`config.mk`:
```
export PLATFORM = sky130hd
export DESIGN_NAME = phase_measure
export DESIGN_NICKNAME = d
export VERILOG_FILES = /design/src/rtl/phase_measure_pkg.sv /design/src/rtl/pps_sync_edge.sv /design/src/rtl/phase_measure.sv
export SDC_FILE = /design/constraint.sdc
export NUM_CORES = 1
export LEC_CHECK = 0
export CAP_MARGIN = 10
export CORE_MARGIN = 2
export CORE_UTILIZATION = 25
export DETAILED_ROUTE_END_ITERATION = 16
export GPL_TIMING_DRIVEN = 0
export PLACE_DENSITY_LB_ADDON = 0.1
export SYNTH_ARGS = -nofsm -noshare
export SYNTH_HDL_FRONTEND = slang
export SYNTH_SLANG_ARGS = --single-unit
```
`constraint.sdc`:
```
create_clock -name CLK_SYS -period 2.3 [get_ports CLK_SYS]
set_input_delay 0.23 -clock CLK_SYS [delete_from_list [all_inputs] [get_ports CLK_SYS]]
set_output_delay 0.23 -clock CLK_SYS [all_outputs]
set_load 0.02 [all_outputs]
```
`src/rtl/phase_measure_pkg.sv`:
```
// Shared definitions for the PPS interval measurement block and its PID consumer.
package phase_measure_pkg;

  // Default width of the interval counter and of Measure_Phase.
  localparam int unsigned CNT_W_DEFAULT = 24;

  // Nominal CLK_SYS cycles per PPS period, used by the downstream PID loop.
  localparam int unsigned NOMINAL_CYCLES = 1_000_000;

  // Measurement state machine.
  typedef enum logic [1:0] {
    ST_ARM  = 2'd0,
    ST_RUN  = 2'd1,
    ST_LOST = 2'd2
  } state_e;

endpackage

```
`src/rtl/pps_sync_edge.sv`:
```
// Two-flop synchronizer for the asynchronous PPS input plus a third stage
// used for rising-edge detection; edge_pulse is high for one cycle per edge.
module pps_sync_edge (
  input  logic clk,
  input  logic rst,
  input  logic pps_async,
  output logic edge_pulse
);

  logic s1_q, s1_d;
  logic s2_q, s2_d;
  logic s3_q, s3_d;

  // Next-state of the shift chain.
  always_comb begin
    s1_d = pps_async;
    s2_d = s1_q;
    s3_d = s2_q;
  end

  // Synchronizer and delay stage registers.
  always_ff @(posedge clk) begin
    if (rst) begin
      s1_q <= 1'b0;
      s2_q <= 1'b0;
      s3_q <= 1'b0;
    end else begin
      s1_q <= s1_d;
      s2_q <= s2_d;
      s3_q <= s3_d;
    end
  end

  // Rising edge: synchronized level is high, delayed copy still low.
  always_comb begin
    edge_pulse = s2_q & ~s3_q;
  end

endmodule

```
`src/rtl/phase_measure.sv`:
```
// Measures the CLK_SYS cycle count between consecutive accepted GPS PPS edges
// and flags loss of the reference after TIMEOUT_CYCLES without an edge.
// Optional feature: define PPS_HOLDOFF_EN to ignore edges arriving less than
// HOLDOFF_CYCLES after the previous accepted edge.
module phase_measure
  import phase_measure_pkg::*;
#(
  parameter int unsigned CNT_W          = CNT_W_DEFAULT,
  parameter int unsigned TIMEOUT_CYCLES = 1_500_000,
  parameter int unsigned HOLDOFF_CYCLES = 500_000
) (
  input  logic             CLK_SYS,
  input  logic             CLK_RST,
  input  logic             GPS_PPS,
  output logic [CNT_W-1:0] Measure_Phase,
  output logic             Measure_Done,
  output logic             Pps_Lost
);

  state_e           state_q, state_d;
  logic [CNT_W-1:0] cnt_q, cnt_d;
  logic [CNT_W-1:0] phase_q, phase_d;
  logic             done_q, done_d;
  logic             lost_q, lost_d;

  logic             pps_edge;
  logic [CNT_W-1:0] cnt_inc;
  logic             timeout;
  logic             holdoff_ok;

  pps_sync_edge u_sync (
    .clk        (CLK_SYS),
    .rst        (CLK_RST),
    .pps_async  (GPS_PPS),
    .edge_pulse (pps_edge)
  );

  // cnt_inc is the elapsed cycle count including the current cycle, so an
  // edge seen here reports exactly the edge-to-edge spacing; saturates at all ones.
  always_comb begin
    cnt_inc = (&cnt_q) ? cnt_q : cnt_q + CNT_W'(1);
    timeout = 32'(cnt_inc) >= TIMEOUT_CYCLES;
  end

  // Holdoff qualification of detected edges.
`ifdef PPS_HOLDOFF_EN
  always_comb begin
    holdoff_ok = 32'(cnt_inc) >= HOLDOFF_CYCLES;
  end
`else
  always_comb begin
    holdoff_ok = 1'b1;
  end
`endif

  // Measurement state machine and output next-state logic.
  always_comb begin
    state_d = state_q;
    cnt_d   = cnt_q;
    phase_d = phase_q;
    done_d  = 1'b0;
    lost_d  = lost_q;
    unique case (state_q)
      ST_ARM, ST_LOST: begin
        lost_d = 1'b1;
        cnt_d  = '0;
        if (pps_edge) begin
          state_d = ST_RUN;
        end
      end
      ST_RUN: begin
        cnt_d = cnt_inc;
        // Edge takes priority over a coinciding timeout.
        if (pps_edge && holdoff_ok) begin
          phase_d = cnt_inc;
          cnt_d   = '0;
          done_d  = 1'b1;
          lost_d  = 1'b0;
        end else if (timeout) begin
          state_d = ST_LOST;
          cnt_d   = '0;
          lost_d  = 1'b1;
        end
      end
      default: begin
        state_d = ST_ARM;
        cnt_d   = '0;
        lost_d  = 1'b1;
      end
    endcase
  end

  // State, counter and output registers.
  always_ff @(posedge CLK_SYS) begin
    if (CLK_RST) begin
      state_q <= ST_ARM;
      cnt_q   <= '0;
      phase_q <= '0;
      done_q  <= 1'b0;
      lost_q  <= 1'b1;
    end else begin
      state_q <= state_d;
      cnt_q   <= cnt_d;
      phase_q <= phase_d;
      done_q  <= done_d;
      lost_q  <= lost_d;
    end
  end

  always_comb begin
    Measure_Phase = phase_q;
    Measure_Done  = done_q;
    Pps_Lost      = lost_q;
  end

endmodule

```
==> flow_summary.html, run 1 <==
<table>
<tr><th>Metric</th><th>Value</th></tr>
<tr><th colspan="2">Timing</th></tr>
<tr><td>Worst rel slew slack</td><td>0.530</td></tr>
<tr><td>Unrepaired setup endpoints after global routing</td><td>yes</td></tr>
<tr><td>Setup TNS Final</td><td>-6.57 ns</td></tr>
<tr><td>Final number of max-transition violations</td><td>0</td></tr>
<tr><td>Max Clock Freq</td><td>384 MHz</td></tr>
<tr><td>Min Tclk post-route</td><td>2.61 ns</td></tr>
<tr><td>Final setup skew</td><td>~0.014 ns</td></tr>
<tr><td>Fraction of the cycle the final worst path needs</td><td>1.13</td></tr>
<tr><td>Slew at the pin closest to its max-slew limit</td><td>0.703 ns</td></tr>
<tr><td>Setup WS post-layout</td><td>-0.307 ns</td></tr>
<tr><td>Hold Vio Cnt, Final</td><td>0</td></tr>
<tr><td>Tightest hold margin</td><td>0.447 ns</td></tr>
<tr><td>Total of endpoints with negative setup slack in the final report</td><td>24</td></tr>
<tr><th colspan="2">Yosys</th></tr>
<tr><td>Number of synthesized register bits</td><td>55</td></tr>
<tr><td>Cell area after synthesis</td><td>around 0.0027 mm2</td></tr>
<tr><td>Commonest cells in the synthesized netlist</td><td>55 x sky130_fd_sc_hd__dfxtp_1, 28 x sky130_fd_sc_hd__nor2_1, 20 x sky130_fd_sc_hd__nand2_1</td></tr>
<tr><td>Proportion of synthesized chip area in sequential cells</td><td>0.410</td></tr>
<tr><td>Combinational family with the most area after synthesis</td><td>simple AND/OR/NAND/NOR gates</td></tr>
<tr><td>Count of yosys warnings during synthesis</td><td>0</td></tr>
<tr><td>Xor and xnor area share after synthesis</td><td>0.0587</td></tr>
<tr><td>Most frequently used cell type in the post-synthesis netlist</td><td>sky130_fd_sc_hd__dfxtp_1</td></tr>
<tr><td>Most area-hungry cell type in the Yosys netlist</td><td>sky130_fd_sc_hd__dfxtp_1</td></tr>
<tr><td>Yosys top cell area share</td><td>0.410</td></tr>
<tr><td>Average instance area after synthesis</td><td>9.33 um2</td></tr>
<tr><td>Post-synthesis compound-gate area fraction</td><td>0.171</td></tr>
<tr><td>Mux share of post-synthesis cell area</td><td>0.00792</td></tr>
<tr><td>Post-synthesis cell count</td><td>288</td></tr>
<tr><td>Number of flops mapped to enable cells by yosys</td><td>0</td></tr>
<tr><td>Synthesized-area fraction occupied by adder cells</td><td>0.00466</td></tr>
<tr><td>Number of library cell types mapped by synthesis</td><td>52</td></tr>
<tr><td>Cell types with the largest area share after synthesis</td><td>sky130_fd_sc_hd__dfxtp_1 41%, sky130_fd_sc_hd__nor3_2 7.1%, sky130_fd_sc_hd__a211oi_1 5.0%</td></tr>
<tr><td>Dominant synthesized flop cell</td><td>sky130_fd_sc_hd__dfxtp_1</td></tr>
<tr><td>Async S/R FF share, synth</td><td>0</td></tr>
<tr><td>Basic-gate share of the synthesized area counting and, or, nand and nor cells</td><td>0.306</td></tr>
<tr><th colspan="2">Place</th></tr>
<tr><td>Worst slack at placement</td><td>-0.494 ns</td></tr>
<tr><td>Post-detail-place hpwl</td><td>around 5700 um</td></tr>
<tr><td>Quantity of I/O buffers inserted on ports</td><td>28</td></tr>
<tr><td>Final Wtd Congestion</td><td>0.808</td></tr>
<tr><td>Placed Area</td><td>~0.0033 mm2</td></tr>
<tr><th colspan="2">Finish</th></tr>
<tr><td>Final layout net count</td><td>366</td></tr>
<tr><td>Fraction of layout cells with a size suffix above 1</td><td>0.344</td></tr>
<tr><td>Area growth from synthesis to layout</td><td>43.4%</td></tr>
<tr><td>Count of inserted antenna diode cells</td><td>0</td></tr>
<tr><td>Design Area, Final</td><td>a little under 0.004 mm2</td></tr>
<tr><th colspan="2">CTS</th></tr>
<tr><td>Clock root buffer master</td><td>sky130_fd_sc_hd__clkbuf_8</td></tr>
<tr><td>Total number of clock tree sinks</td><td>55</td></tr>
<tr><td>TritonCTS clock tree</td><td>built</td></tr>
<tr><td>Hold Buf Count CTS</td><td>0</td></tr>
<tr><td>Post-CTS clock slew at the launch and capture registers of the worst setup and hold paths</td><td>0.10 ns</td></tr>
<tr><td>Clock latency reported for the late side of the worst-skew pair</td><td>0.31 ns</td></tr>
<tr><td>H-tree levels</td><td>2</td></tr>
<tr><td>Maximum buffer depth of the clock tree</td><td>2</td></tr>
<tr><td>Number of buffers created by CTS</td><td>5</td></tr>
<tr><th colspan="2">Global route</th></tr>
<tr><td>Initial antenna violation count</td><td>0</td></tr>
<tr><td>Remaining global-route overflow</td><td>0</td></tr>
<tr><td>Overall global routing resource usage</td><td>0.149</td></tr>
<tr><td>Wire length of the first global-routing pass</td><td>13,100 um</td></tr>
<tr><td>Vias in the first global route</td><td>2,371</td></tr>
<tr><td>Pin count of the biggest net entering global routing</td><td>18</td></tr>
<tr><th colspan="2">Power and ir drop</th></tr>
<tr><td>Worst vdd rail ir drop</td><td>0.220 mV</td></tr>
<tr><td>Leak pwr</td><td>1.31 nW</td></tr>
<tr><td>Cell Pwr Density</td><td>435 mW/mm2</td></tr>
<tr><th colspan="2">Worst hold path</th></tr>
<tr><td>Class of the most critical hold timing path</td><td>flop to flop</td></tr>
<tr><th colspan="2">Floorplanning</th></tr>
<tr><td>Top Ports</td><td>29</td></tr>
<tr><td>Core area</td><td>a little over 0.01 mm2</td></tr>
<tr><td>Std cell rows</td><td>37</td></tr>
<tr><td>Initial core utilization</td><td>0.259</td></tr>
<tr><td>Full die area</td><td>0.0116 mm2</td></tr>
<tr><td>Die width</td><td>108 um</td></tr>
<tr><td>DIE HEIGHT</td><td>108 um</td></tr>
<tr><th colspan="2">Detailed routing</th></tr>
<tr><td>Overall routed net length</td><td>8120 um</td></tr>
<tr><td>DRT iter0 DRCs</td><td>73</td></tr>
<tr><td>Via/cell ratio</td><td>~4.8</td></tr>
<tr><td># DRC</td><td>0</td></tr>
<tr><td>Average detailed-routed wire length per instance</td><td>roughly 16 um</td></tr>
<tr><td>Final ANT Viol Nets</td><td>0</td></tr>
<tr><td>Number of search-and-repair iterations in the first detailed-routing pass</td><td>4</td></tr>
<tr><td>Vias post-DR</td><td>around 2.4k</td></tr>
<tr><th colspan="2">Worst setup path</th></tr>
<tr><td>Signal arrival time at the worst endpoint</td><td>between 2 and 3 ns</td></tr>
<tr><td>Worst R2R Path Depth</td><td>10</td></tr>
<tr><td>Source of the worst register-to-register timing path</td><td>cnt_q[13]</td></tr>
<tr><td>Launching element of the worst setup path</td><td>cnt_q[13]</td></tr>
<tr><td>Startpoint Class</td><td>flop</td></tr>
<tr><td>Max Fanout on Critical Path</td><td>6</td></tr>
<tr><td>Crit Path Category</td><td>flop to flop</td></tr>
<tr><td>Endpoint of the worst setup timing path</td><td>cnt_q[10]</td></tr>
<tr><td>CP required</td><td>~2.5 ns</td></tr>
<tr><td>Reg-to-reg critical path endpoint</td><td>cnt_q[10]</td></tr>
<tr><td>Critical path capture point type</td><td>flop</td></tr>
<tr><td>Setup slack of the most critical reg-to-reg path</td><td>-0.31 ns</td></tr>
<tr><th colspan="2">Status</th></tr>
<tr><td>Outcome</td><td>finished, violations left</td></tr>
<tr><td>Violations in the final reports</td><td>negative setup slack</td></tr>
<tr><th colspan="2">Job</th></tr>
<tr><td>Maximum Capacitance Violations</td><td>0</td></tr>
</table>
[sequential cells by signal, indices dropped and copies added, names as in the netlist]
signal,cells
Measure_Phase,24
Pps_Lost,1
u_sync.s3_q,1
u_sync.s2_q,1
cnt_q,24
state_q,2
u_sync.s1_q,1
Measure_Done,1
[worst min-delay path by stage]
stage,from,end,depth (start not counted)
3_3_place_gp,u_sync.s1_q,u_sync.s2_q,1
4_1_cts,u_sync.s1_q,u_sync.s2_q,1
5_1_grt,u_sync.s1_q,u_sync.s2_q,1
3_5_place_dp,u_sync.s1_q,u_sync.s2_q,1
2_1_floorplan,GPS_PPS,u_sync.s1_q,1
6_report,u_sync.s1_q,u_sync.s2_q,1
[power breakdown]
group	switching, mW	total (mW)	internal, mW	leakage [nW]
clock	0.333	0.660	0.327	0.0557
sequential	0.00692	0.954	0.947	0.458
combinational	0.0336	0.0605	0.0269	0.796
total	0.374	1.67	1.30	1.31
[cells in the final DEF, fill, tap and decap left out, types with 4 or more instances in the layout]
cell type	Yosys	routed
sky130_fd_sc_hd__dfxtp_1	55	36
sky130_fd_sc_hd__buf_4	0	30
sky130_fd_sc_hd__nor2_1	28	28
sky130_fd_sc_hd__clkdlybuf4s50_1	0	28
sky130_fd_sc_hd__nor3_2	19	20
sky130_fd_sc_hd__nand2_1	20	19
sky130_fd_sc_hd__a211oi_1	18	16
sky130_fd_sc_hd__dfxtp_4	0	11
sky130_fd_sc_hd__a21oi_1	10	10
sky130_fd_sc_hd__buf_6	4	9
sky130_fd_sc_hd__xnor2_1	12	9
sky130_fd_sc_hd__nor2b_1	8	8
sky130_fd_sc_hd__dfxtp_2	0	8
sky130_fd_sc_hd__nand3_1	8	7
sky130_fd_sc_hd__a31oi_1	7	7
sky130_fd_sc_hd__nand4_1	6	6
sky130_fd_sc_hd__o21ai_0	7	6
sky130_fd_sc_hd__clkbuf_1	9	6
sky130_fd_sc_hd__xor2_1	6	5
sky130_fd_sc_hd__clkbuf_8	0	5
sky130_fd_sc_hd__clkbuf_2	0	4
sky130_fd_sc_hd__and4_1	5	4
sky130_fd_sc_hd__and3_1	6	4
sky130_fd_sc_hd__inv_1	4	4
sky130_fd_sc_hd__nor3_1	5	4
[metal layers]
metal,routed length (um),GRT usage,share of wire,up-vias
li1,-,-,-,1202
met1,4000,0.206,0.49,1152
met2,3850,0.244,0.47,35
met3,170,0.0224,0.021,11
met4,104,0.0339,0.013,0
met5,0,0,0,-
[cell families after synthesis]
| kind of cell | Yosys count |
|---|---|
| simple gates | 130 |
| compound gates | 61 |
| flops | 55 |
| buf+inv | 20 |
| xor+xnor | 18 |
| mux | 2 |
| fa+ha+maj | 1 |
| other cells | 1 |
[stage by stage]
step | utilization | power, mW | instances
finish | 0.372 | 1.67 | 499
floorplan | - | 1.02 | 290
detailed placement | 0.315 | 1.04 | 454
global route | 0.372 | 1.75 | 499
global placement | 0.315 | 1.04 | 454
CTS | 0.361 | 1.72 | 491
[critical path, stage by stage, from the launching register on]
cell and delay [ns]:
sky130_fd_sc_hd__dfxtp_4 0.39, sky130_fd_sc_hd__nand4_4 0.16, sky130_fd_sc_hd__nor4_4 0.37, sky130_fd_sc_hd__buf_4 0.22
sky130_fd_sc_hd__and3_4 0.18, sky130_fd_sc_hd__o21ai_1 0.05, sky130_fd_sc_hd__or4_4 0.55, sky130_fd_sc_hd__nor3_4 0.22
sky130_fd_sc_hd__buf_4 0.15, sky130_fd_sc_hd__buf_4 0.16, sky130_fd_sc_hd__nor3_2 0.06
[area by class of cell]
| cell class | count | area, um2 |
|---|---|---|
| Inverter | 4 | 15.0 |
| Clock inverter | 2 | 36.3 |
| Buffer | 13 | 91.3 |
| Tap cell | 136 | 170 |
| Fill cell | 1068 | 6520 |
| Timing Repair Buffer | 68 | 639 |
| Clock buffer | 6 | 72.6 |
| Sequential cell | 55 | 1150 |
| Multi-Input combinational cell | 215 | 1680 |
[what timing repair did]
action	4_1_cts	5_1_grt
endpoints found under the hold margin	0	0
resized for setup	33	23
pin swaps	21	16
endpoints found under the setup margin	24	37
setup buffers	26	13
gates cloned	3	0
Note: power is estimated with default switching activity, not from simulation.
==> inputs of run 2 (changes only) <==
TNS_END_PERCENT = 30   (was unset)
==> flow_summary.html, run 2 (synthesis gave the netlist of run 1 again) <==
<table>
<tr><th>Metric</th><th>Value</th></tr>
<tr><th colspan="2">Finish</th></tr>
<tr><td>Count of inserted antenna diode cells</td><td>0 (unchanged)</td></tr>
<tr><td>Area growth from synthesis to layout</td><td>37.7%</td></tr>
<tr><td>Most common cell after layout, fill and taps aside</td><td>sky130_fd_sc_hd__dfxtp_1</td></tr>
<tr><td>Fraction of layout cells with a size suffix above 1</td><td>0.325 (-0.0196)</td></tr>
<tr><td>Final layout net count</td><td>354 (-3.3%)</td></tr>
<tr><td>Highest-count cells in the layout ignoring fill and taps</td><td>36 x sky130_fd_sc_hd__dfxtp_1, 28 x sky130_fd_sc_hd__nor2_1, 28 x sky130_fd_sc_hd__clkdlybuf4s50_1</td></tr>
<tr><th colspan="2">Power and ir drop</th></tr>
<tr><td>Leak pwr</td><td>1.24 nW (-5.7%)</td></tr>
<tr><td>Cell Pwr Density</td><td>431 mW/mm2 (-0.82%)</td></tr>
<tr><td>Worst vdd rail ir drop</td><td>0.271 mV (+23%)</td></tr>
<tr><th colspan="2">Detailed routing</th></tr>
<tr><td>Average detailed-routed wire length per instance</td><td>15.9 um (-2.6%)</td></tr>
<tr><td>Overall routed net length</td><td>7720 um (-4.9%)</td></tr>
<tr><td>Via/cell ratio</td><td>4.80 (-0.27%)</td></tr>
<tr><td>Final ANT Viol Nets</td><td>0 (unchanged)</td></tr>
<tr><td>Number of search-and-repair iterations in the first detailed-routing pass</td><td>4 (unchanged)</td></tr>
<tr><td>DRT iter0 DRCs</td><td>126 (+73%)</td></tr>
<tr><td>Vias post-DR</td><td>2,336 (-2.7%)</td></tr>
<tr><td># DRC</td><td>0 (unchanged)</td></tr>
<tr><th colspan="2">Timing</th></tr>
<tr><td>Hold Vio Cnt, Final</td><td>0 (unchanged)</td></tr>
<tr><td>Unrepaired setup endpoints after global routing</td><td>yes</td></tr>
<tr><td>Min Tclk post-route</td><td>2.64 ns (+0.0378 ns)</td></tr>
<tr><td>Final setup skew</td><td>0.0103 ns (-0.00345 ns)</td></tr>
<tr><td>Fraction of the cycle the final worst path needs</td><td>1.15 (+0.0164)</td></tr>
<tr><td>Max Clock Freq</td><td>378 MHz (-1.4%)</td></tr>
<tr><td>Setup TNS Final</td><td>-6.89 ns (-0.313 ns)</td></tr>
<tr><td>Tightest hold margin</td><td>0.444 ns (-0.00247 ns)</td></tr>
<tr><td>Setup WS post-layout</td><td>-0.345 ns (-0.0378 ns)</td></tr>
<tr><td>Slew at the pin closest to its max-slew limit</td><td>0.713 ns (+0.00966 ns)</td></tr>
<tr><td>Worst rel slew slack</td><td>0.523 (-0.00646)</td></tr>
<tr><td>Final number of max-transition violations</td><td>0 (unchanged)</td></tr>
<tr><td>Total of endpoints with negative setup slack in the final report</td><td>24 (unchanged)</td></tr>
<tr><th colspan="2">Global route</th></tr>
<tr><td>Remaining global-route overflow</td><td>0 (unchanged)</td></tr>
<tr><td>Pin count of the biggest net entering global routing</td><td>19 (+1)</td></tr>
<tr><td>Overall global routing resource usage</td><td>0.143 (-0.00597)</td></tr>
<tr><td>Vias in the first global route</td><td>2,310 (-2.6%)</td></tr>
<tr><td>Initial antenna violation count</td><td>0 (unchanged)</td></tr>
<tr><td>Wire length of the first global-routing pass</td><td>12,700 um (-3.4%)</td></tr>
<tr><th colspan="2">Worst setup path</th></tr>
<tr><td>Reg-to-reg critical path endpoint</td><td>cnt_q[12]</td></tr>
<tr><td>Category of cells accounting for the largest share of critical-path delay</td><td>simple AND/OR/NAND/NOR gates</td></tr>
<tr><td>Largest stage delay on the critical path</td><td>0.56 ns (about the same)</td></tr>
<tr><td>Critical Path Most Common Cell</td><td>sky130_fd_sc_hd__buf_6</td></tr>
<tr><td>Buf/Inv on CP</td><td>4 (+1)</td></tr>
<tr><td>CP required</td><td>2.50 ns (about the same)</td></tr>
<tr><td>Crit path cell chain</td><td>buf_4 -&gt; nand4_1 -&gt; buf_6 -&gt; nor4_4 -&gt; o211ai_2 -&gt; xnor2_2 -&gt; or4_4 -&gt; nor3_4 -&gt; buf_6 -&gt; buf_8 -&gt; nor3_2</td></tr>
<tr><td>Launching element of the worst setup path</td><td>cnt_q[0]</td></tr>
<tr><td>Source of the worst register-to-register timing path</td><td>cnt_q[0]</td></tr>
<tr><td>Startpoint Class</td><td>flop</td></tr>
<tr><td>Setup slack of the most critical reg-to-reg path</td><td>-0.34 ns (-0.04 ns)</td></tr>
<tr><td>Signal arrival time at the worst endpoint</td><td>2.84 ns (+0.02 ns)</td></tr>
<tr><td>Critical path capture point type</td><td>flop</td></tr>
<tr><td>Worst R2R Path Depth</td><td>11 (+1)</td></tr>
<tr><td>Crit Path Category</td><td>flop to flop</td></tr>
<tr><td>Max Fanout on Critical Path</td><td>5 (-1)</td></tr>
<tr><td>Cell type of the slowest stage on the worst timing path</td><td>sky130_fd_sc_hd__or4_4</td></tr>
<tr><th colspan="2">CTS</th></tr>
<tr><td>Total number of clock tree sinks</td><td>55 (unchanged)</td></tr>
<tr><td>H-tree levels</td><td>2 (unchanged)</td></tr>
<tr><td>Clock root buffer master</td><td>sky130_fd_sc_hd__clkbuf_8</td></tr>
<tr><td>Hold Buf Count CTS</td><td>0 (unchanged)</td></tr>
<tr><td>Maximum buffer depth of the clock tree</td><td>2 (unchanged)</td></tr>
<tr><td>Clock latency reported for the late side of the worst-skew pair</td><td>0.32 ns (about the same)</td></tr>
<tr><td>Post-CTS clock slew at the launch and capture registers of the worst setup and hold paths</td><td>0.12 ns (+0.02 ns)</td></tr>
<tr><td>Number of buffers created by CTS</td><td>5 (unchanged)</td></tr>
<tr><td>TritonCTS clock tree</td><td>built</td></tr>
<tr><th colspan="2">Floorplanning</th></tr>
<tr><td>Die width</td><td>108 um (unchanged)</td></tr>
<tr><td>Top Ports</td><td>29 (unchanged)</td></tr>
<tr><td>Initial core utilization</td><td>0.259 (unchanged)</td></tr>
<tr><td>Std cell rows</td><td>37 (unchanged)</td></tr>
<tr><td>Full die area</td><td>0.0116 mm2 (unchanged)</td></tr>
<tr><td>DIE HEIGHT</td><td>108 um (unchanged)</td></tr>
<tr><td>Core area</td><td>0.0104 mm2 (unchanged)</td></tr>
<tr><th colspan="2">Place</th></tr>
<tr><td>Quantity of I/O buffers inserted on ports</td><td>28 (unchanged)</td></tr>
<tr><td>Post-detail-place hpwl</td><td>5440 um (-4.3%)</td></tr>
<tr><td>Final Wtd Congestion</td><td>0.788 (-2.5%)</td></tr>
<tr><td>Worst slack at placement</td><td>-0.469 ns (+0.0250 ns)</td></tr>
<tr><th colspan="2">Worst hold path</th></tr>
<tr><td>Class of the most critical hold timing path</td><td>primary input to flop</td></tr>
<tr><td>Hold Path Sink</td><td>u_sync.s1_q</td></tr>
<tr><td>Hold depth</td><td>2 (+1)</td></tr>
<tr><td>Worst Min Path Start</td><td>GPS_PPS</td></tr>
<tr><th colspan="2">Status</th></tr>
<tr><td>Violations in the final reports</td><td>negative setup slack</td></tr>
<tr><td>Outcome</td><td>finished, violations left</td></tr>
<tr><th colspan="2">Job</th></tr>
<tr><td>Maximum Capacitance Violations</td><td>0 (unchanged)</td></tr>
</table>
[run 2: changes by cell type in the layout (fill, tap and decap cells not counted), sizes merged]
cell	previous run	this run
clkinv	0	1
bufinv	1	0
buf	44	32
inv	5	6
clkbuf	15	14
[run 2: final cells by class]
cell class | instances | area [um2]
clock inverters | 3 | 22.5
fillers | 1122 | 6670
flip-flops and latches | 55 | 1150
inverters | 4 | 15.0
clock buffers | 5 | 68.8
well taps | 136 | 170
repair buffers | 53 | 484
multi-input cells | 215 | 1660
plain buffers | 16 | 133
[run 2: power breakdown]
part	internal, mW	switching, mW	total [mW]	leakage, nW
Clock	0.222	0.362	0.584	0.0489
Sequential	0.950	0.00691	0.957	0.457
Combinational	0.0226	0.0307	0.0533	0.729
Total	1.19	0.400	1.59	1.24
[run 2: worst max-delay path by stage]
stage	slack (ns)	depth (start not counted)	endpoint
floorplan	-0.03	9	cnt_q[18]
global placement	-0.48	8	cnt_q[12]
detailed placement	-0.47	8	cnt_q[12]
CTS	-0.34	12	cnt_q[5]
global route	-0.44	11	cnt_q[7]
finish	-0.34	11	cnt_q[12]
[run 2: worst reg2reg max path, cell delays in order (launching register included)]
cell	delay (ns)
sky130_fd_sc_hd__dfxtp_4	0.37
sky130_fd_sc_hd__buf_4	0.12
sky130_fd_sc_hd__nand4_1	0.11
sky130_fd_sc_hd__buf_6	0.16
sky130_fd_sc_hd__nor4_4	0.33
sky130_fd_sc_hd__o211ai_2	0.17
sky130_fd_sc_hd__xnor2_2	0.17
sky130_fd_sc_hd__or4_4	0.56
sky130_fd_sc_hd__nor3_4	0.22
sky130_fd_sc_hd__buf_6	0.15
sky130_fd_sc_hd__buf_8	0.13
sky130_fd_sc_hd__nor3_2	0.05
[run 2: metrics by stage]
step                 util  power, mW  area [um2]  std cells
floorplan               -       1.02        2810        290
global placement    0.315       1.04        3260        454
detailed placement  0.315       1.04        3260        454
CTS                 0.345       1.63        3580        483
global route        0.357       1.67        3700        487
finish              0.357       1.59        3700        487
[run 2: metal layers]
layer / routed length, um / up-vias / track usage
met1: 3750 / 1101 / 0.203
met2: 3580 / 40 / 0.223
li1: - / 1188 / -
met5: 0 / - / 0
met3: 298 / 7 / 0.0230
met4: 94 / 0 / 0.0385
[run 2: timing repair]
action,CTS,global route
gates cloned,2,0
setup endpoints to repair,24,35
gates resized for setup,20,28
pin swaps,12,19
setup buffers,19,5
